`src/rtl/alu_exec_unit.sv`:
```
// alu_exec_unit
//   Integer execution unit fed by the reservation-station issue port. Each
//   issued op (R-type, I-arith or branch compare) is evaluated in the issue
//   cycle. The {rob_id, value} pair is queued in a small result FIFO, and the
//   FIFO head is presented on the ALU lane of the CDB.
//
// Ports
//   clk_in, rst_in        clock, asynchronous active-high reset
//   rdy_in                global ready; low freezes all state
//   _clear                synchronous pipeline flush (needs rdy_in)
//   _alu_ready            issue valid
//   _alu_rob_id/_type/_op issue tag, opcode, {funct7[5], funct3}
//   _alu_v1/_alu_v2       operands (v2 is the immediate for I-arith)
//   _alu_full             count >= DEPTH-1, sampled by the reservation station
//   _cdb_grant            CDB arbiter accepts the current head
//   _cdb_ready/_rob_id/_value  FIFO head on the CDB
//   _alu_overflow         sticky: an issue was dropped because the FIFO was full
module alu_exec_unit #(
    parameter int unsigned DEPTH = 4
) (
    input  logic        clk_in,
    input  logic        rst_in,
    input  logic        rdy_in,
    input  logic        _clear,
    input  logic        _alu_ready,
    input  logic [4:0]  _alu_rob_id,
    input  logic [6:0]  _alu_type,
    input  logic [3:0]  _alu_op,
    input  logic [31:0] _alu_v1,
    input  logic [31:0] _alu_v2,
    output logic        _alu_full,
    input  logic        _cdb_grant,
    output logic        _cdb_ready,
    output logic [4:0]  _cdb_rob_id,
    output logic [31:0] _cdb_value,
    output logic        _alu_overflow
);

    localparam int unsigned AW = (DEPTH > 1) ? $clog2(DEPTH) : 1;
    localparam int unsigned CW = AW + 1;
    localparam logic [CW-1:0] DEPTH_C   = CW'(DEPTH);
    localparam logic [CW-1:0] FULL_MARK = CW'(DEPTH - 1);

    localparam logic [6:0] TYPE_R = 7'b0110011;
    localparam logic [6:0] TYPE_I = 7'b0010011;
    localparam logic [6:0] TYPE_B = 7'b1100011;

    // ---------------- compute ----------------
    logic [2:0]  funct3;
    logic [3:0]  eff_op;
    logic [4:0]  shamt;
    logic [31:0] arith_res;
    logic        br_taken;
    logic [31:0] alu_value;

    always_comb begin
        funct3    = _alu_op[2:0];
        shamt     = _alu_v2[4:0];
        // For I-arith the funct7 bit only selects SRAI; elsewhere it is part
        // of the immediate and must not turn ADDI into SUB.
        eff_op    = (_alu_type == TYPE_I && funct3 != 3'b101) ? {1'b0, funct3} : _alu_op;
        arith_res = '0;
        case (eff_op)
            4'b0000: arith_res = _alu_v1 + _alu_v2;
            4'b1000: arith_res = _alu_v1 - _alu_v2;
            4'b0001: arith_res = _alu_v1 << shamt;
            4'b0010: arith_res = {31'b0, $signed(_alu_v1) < $signed(_alu_v2)};
            4'b0011: arith_res = {31'b0, _alu_v1 < _alu_v2};
            4'b0100: arith_res = _alu_v1 ^ _alu_v2;
            4'b0101: arith_res = _alu_v1 >> shamt;
            4'b1101: arith_res = 32'($signed(_alu_v1) >>> shamt);
            4'b0110: arith_res = _alu_v1 | _alu_v2;
            4'b0111: arith_res = _alu_v1 & _alu_v2;
            default: arith_res = '0;
        endcase

        br_taken = 1'b0;
        case (funct3)
            3'b000:  br_taken = (_alu_v1 == _alu_v2);
            3'b001:  br_taken = (_alu_v1 != _alu_v2);
            3'b100:  br_taken = ($signed(_alu_v1) <  $signed(_alu_v2));
            3'b101:  br_taken = ($signed(_alu_v1) >= $signed(_alu_v2));
            3'b110:  br_taken = (_alu_v1 <  _alu_v2);
            3'b111:  br_taken = (_alu_v1 >= _alu_v2);
            default: br_taken = 1'b0;
        endcase

        alu_value = '0;
        case (_alu_type)
            TYPE_R, TYPE_I: alu_value = arith_res;
            TYPE_B:         alu_value = {31'b0, br_taken};
            default:        alu_value = '0;
        endcase
    end

    // ---------------- result FIFO ----------------
    logic [4:0]    rob_mem_q [DEPTH];
    logic [4:0]    rob_mem_d [DEPTH];
    logic [31:0]   val_mem_q [DEPTH];
    logic [31:0]   val_mem_d [DEPTH];
    logic [AW-1:0] wr_ptr_q, wr_ptr_d;
    logic [AW-1:0] rd_ptr_q, rd_ptr_d;
    logic [CW-1:0] count_q, count_d;
    logic          overflow_q, overflow_d;
    logic          do_pop, do_push, drop_issue;

    always_comb begin
        do_pop     = rdy_in && !_clear && (count_q != '0) && _cdb_grant;
        // A full FIFO still accepts an issue when the head leaves this cycle.
        do_push    = rdy_in && !_clear && _alu_ready && ((count_q != DEPTH_C) || do_pop);
        drop_issue = rdy_in && !_clear && _alu_ready && (count_q == DEPTH_C) && !do_pop;

        rob_mem_d  = rob_mem_q;
        val_mem_d  = val_mem_q;
        wr_ptr_d   = wr_ptr_q;
        rd_ptr_d   = rd_ptr_q;
        count_d    = count_q;
        overflow_d = overflow_q;

        if (rdy_in && _clear) begin
            wr_ptr_d = '0;
            rd_ptr_d = '0;
            count_d  = '0;
        end else begin
            if (do_push) begin
                rob_mem_d[wr_ptr_q] = _alu_rob_id;
                val_mem_d[wr_ptr_q] = alu_value;
                wr_ptr_d            = wr_ptr_q + 1'b1;
            end
            if (do_pop) begin
                rd_ptr_d = rd_ptr_q + 1'b1;
            end
            case ({do_push, do_pop})
                2'b10:   count_d = count_q + 1'b1;
                2'b01:   count_d = count_q - 1'b1;
                default: count_d = count_q;
            endcase
            if (drop_issue) begin
                overflow_d = 1'b1;
            end
        end
    end

    // Storage is reset too so the CDB fields read zero out of reset.
    always_ff @(posedge clk_in or posedge rst_in) begin
        if (rst_in) begin
            for (int unsigned i = 0; i < DEPTH; i++) begin
                rob_mem_q[i] <= '0;
                val_mem_q[i] <= '0;
            end
            wr_ptr_q   <= '0;
            rd_ptr_q   <= '0;
            count_q    <= '0;
            overflow_q <= 1'b0;
        end else begin
            rob_mem_q  <= rob_mem_d;
            val_mem_q  <= val_mem_d;
            wr_ptr_q   <= wr_ptr_d;
            rd_ptr_q   <= rd_ptr_d;
            count_q    <= count_d;
            overflow_q <= overflow_d;
        end
    end

    assign _alu_full     = (count_q >= FULL_MARK);
    assign _cdb_ready    = (count_q != '0);
    assign _cdb_rob_id   = rob_mem_q[rd_ptr_q];
    assign _cdb_value    = val_mem_q[rd_ptr_q];
    assign _alu_overflow = overflow_q;

endmodule

```
`config.mk`:
```
export PLATFORM = sky130hd
export DESIGN_NAME = alu_exec_unit
export DESIGN_NICKNAME = d
export VERILOG_FILES = /design/src/rtl/alu_exec_unit.sv
export SDC_FILE = /design/constraint.sdc
export NUM_CORES = 1
export LEC_CHECK = 0
export BUFFER_PORTS_ARGS = -buffer_cell sky130_fd_sc_hd__buf_2
export CAP_MARGIN = 10
export CORE_MARGIN = 3
export CORE_UTILIZATION = 50
export DETAILED_ROUTE_END_ITERATION = 6
export PLACE_DENSITY = 0.68
export SYNTH_ARGS = -nofsm -noshare
export SYNTH_HDL_FRONTEND = slang
export SYNTH_SLANG_ARGS = --single-unit
```
`constraint.sdc`:
```
create_clock -name clk_in -period 7.5 [get_ports clk_in]
set_input_delay 0.75 -clock clk_in [delete_from_list [all_inputs] [get_ports clk_in]]
set_output_delay 0.75 -clock clk_in [all_outputs]
set_load 0.005 [all_outputs]
```
==> flow_summary_export.csv <==
group,metric,value,unit
critical_path,worst-path-max-fanout,48,
route,drtIter0Drc,2099,
power,pwr-share-seq,33.6,%
global_route,grt_max_degree,94,
floorplanning,core,31700,um^2
floorplanning,die_x,186,um
outcome,outcome,"finished, final reports clean",
place,place.gp.congestion,1.02,
critical_path,worstPathArrival,4620,ps
finish,layout-drive-gt1-share,18.2,%
logic_synthesis,yosysWarnings,0,
logic_synthesis,synthAdderAreaFrac,8.18,%
power,netSwitchingFraction,36.1,%
floorplanning,num_io_pins,126,
power,leakage,0.00760,uW
clocking,clk_latency,420,ps
timing,max_freq,0.235,GHz
logic_synthesis,syn_area_per_cell,8.38,um^2
logic_synthesis,synth-xor-area-share,1.08,%
critical_path,start_kind,"input port",
logic_synthesis,ys_seq_area_share,24.1,%
floorplanning,die_area,34600,um^2
global_route,met1_usage,45.8,%
logic_synthesis,yosys.area_share.simple,16.4,%
route,drc,0,
critical_path,crit_family,"simple AND/OR/NAND/NOR gates",
power,ir_drop,0.268,mV
route,vias_per_cell,6.73,
clocking,clock_sinks,156,
floorplanning,die-height,186,um
place,dpl.hpwl,44500,um
logic_synthesis,synth_common_cells,"228 x nand2_1, 196 x o21ai_0, 171 x nor2_1",
timing,setup_viol,0,
worst_hold_path,min-delay-path-class,"reg -> reg",
global_route,grt_use_met2,54.0,%
finish,n_antenna_cell,0,
critical_path,path_class,"in -> reg",
logic_synthesis,yosys.area.top_type,"dfrtp_1",
timing,tightest_slew,987,ps
logic_synthesis,async_flop_share,100,%
timing,fin_hold_ws,477,ps
clocking,ctsResizeCount,0,
route,wire_per_inst,25.0,um
power,switchingPower,1100,uW
place,portBuffers,125,
critical_path,path_cells,"buf_2, inv_1, nor3_1, and2_1, o21ai_0, nor2b_1, a21oi_1, a221oi_1, a31oi_1, mux2_2",
route,antenna_left,0,
floorplanning,initial_core_util,51.0,%
clocking,cts_setup_buffers,0,
timing,slew_violations,0,
logic_synthesis,synth_cell_type_count,92,
clocking,cts.htree.levels,4,
logic_synthesis,syn_area,16200,um^2
global_route,grt_pass1_wl,89300,um
floorplanning,placementRows,65,
place,placed_cells,2333,
clocking,cts.hold.buffers_added,0,
timing,min_period,4260,ps
critical_path,slowest_delay,770,ps
critical_path,end_kind,"register",
timing,skew,7.90,ps
critical_path,critPathBufInv,2,
timing,hold_violations,0,
logic_synthesis,synth.area.top_cells,"dfrtp_1 24%, mux4_2 11%, ha_1 7.8%",
timing,relSlewSlack,33.5,%
job,drv_cap,0,
clocking,clk_path_buf_depth,2,
timing,fin_setup_tns,0,ps
logic_synthesis,synthMuxAreaShare,19.1,%
global_route,overflow,0,
power,power,3050,uW
global_route,grt_usage,33.6,%
global_route,grt_use_met3,4.48,%
finish,syn_to_final_growth,7.84,%
logic_synthesis,ys_ff_latch,156,
logic_synthesis,synth_nets,2121,
global_route,busiest_layer,"met2",
power,powerDensity,175,nW/um^2
clocking,cts_tree,"done",
timing,finalCritPeriodShare,56.8,%
logic_synthesis,synth-edff-count,0,
place,post_dp_cell_area,16900,um^2
power,combPwrFrac,38.5,%
route,vias,15900,
logic_synthesis,synth_top_family_by_area,"compound AO/OA/AOI/OAI gates",
route,finalWirelength,59200,um
logic_synthesis,netlist.area_leader.share,24.1,%
logic_synthesis,syn_inst,1931,
power,power.share.clock,28.0,%
finish,finalInstanceArea,17500,um^2
critical_path,cpMaxStageDelayCell,"and2_1",
logic_synthesis,synth_flop_cell,"dfrtp_1",
finish,fin_cells,2364,
clocking,cts_buffers,17,
route,dr.pass1.iters,5,
clocking,cts-root-buf,"clkbuf_16",
clocking,path_clk_slew,60,ps
global_route,grt_pass1_vias,14900,
critical_path,worst_ep_required_time,7860,ps
global_route,antenna_found_initial,0,
logic_synthesis,synth_compound_area_share,24.5,%
timing,rsz0062_at_grt,"no",
logic_synthesis,synth.most_common_cell,"nand2_1",
finish,nets,2140,
power,p_int,1950,uW
placed cells by master, fill, tap and decap left out, types with 11 or more instances in the layout:
cell type  count
a211oi_1      27
a21o_1        21
a21oi_1      126
a221oi_1      14
a22oi_1       25
a31oi_1       41
and2_1        12
and3_1        12
buf_2        124
buf_4         29
clkbuf_16     17
dfrtp_1      154
ha_1         101
inv_1         93
mux2_2        49
mux2i_1       72
mux4_2        81
nand2_1      228
nand2b_1      14
nand3_1       39
nor2_1       171
nor2b_1       12
nor3_1        36
nor4_1        12
o211ai_1      13
o21ai_0      196
o21ai_1       13
o221ai_1      16
o22ai_1       11
o31ai_1       13
xnor2_1       12
routing by layer:
metal	up-vias	wire length, um
met2	819	27400
met1	7824	24700
met3	130	4460
met4	0	2670
met5	-	0
li1	7144	-
cell type report:
cell class | instances | area, um^2
Clock buffer | 21 | 470
Clock inverter | 10 | 116
Fill cell | 2973 | 14300
Inverter | 97 | 369
Multi-Input combinational cell | 1525 | 11300
Sequential cell | 156 | 3910
Tap cell | 402 | 503
Timing Repair Buffer | 153 | 838
registers in the layout, indices dropped and copies added (netlist names):
name and count:
_alu_overflow 1, rd_ptr_q 2, count_q 3, wr_ptr_q 2, val_mem_q 128, rob_mem_q 20
worst register-to-register path: stages, from the launching register on:
cell and delay [ps]:
dfrtp_1 440, nor2_1 100, a31oi_1 680, and2_1 870, nand2_1 550, o21ai_0 300
kinds of logic after synthesis:
logic type                 after synthesis
AOI/OAI and AO/OA                      615
and+or+nand+nor                        584
buffers and inverters                  250
muxes                                  202
DFF                                    156
adders and majority gates              104
xor gates and xnor gates                20
metrics by stage:
| stage | util [%] | setup WS, ps |
|---|---|---|
| 2_1_floorplan | - | 2540 |
| 3_3_place_gp | 53.2 | 3020 |
| 3_5_place_dp | 53.2 | 2960 |
| 4_1_cts | 55.0 | 3400 |
| 5_1_grt | 55.0 | 3040 |
| 6_report | 55.0 | 3240 |
final timing paths:
kind	startpoint	endpoint	slack, ps	depth (start not counted)
max	_alu_op[0]	val_mem_q[112]	3240	10
min in group asynchronous	rst_in	val_mem_q[38]	490	2
min reg2reg	val_mem_q[116]	val_mem_q[116]	480	2
max in group asynchronous	rst_in	rd_ptr_q[0]	5620	3
min	val_mem_q[116]	val_mem_q[116]	480	2
max reg2reg	count_q[0]	val_mem_q[5]	4470	5
power groups by stage:
stage / Sequential, uW / Combinational (uW) / Clock (uW)
detailed placement: 1040 / 1150 / 0
global route: 1040 / 1280 / 901
CTS: 1030 / 1160 / 862
floorplan: 1020 / 817 / 0
global placement: 1030 / 1140 / 0
finish: 1030 / 1170 / 854
Power figures use the tool's default switching activity.
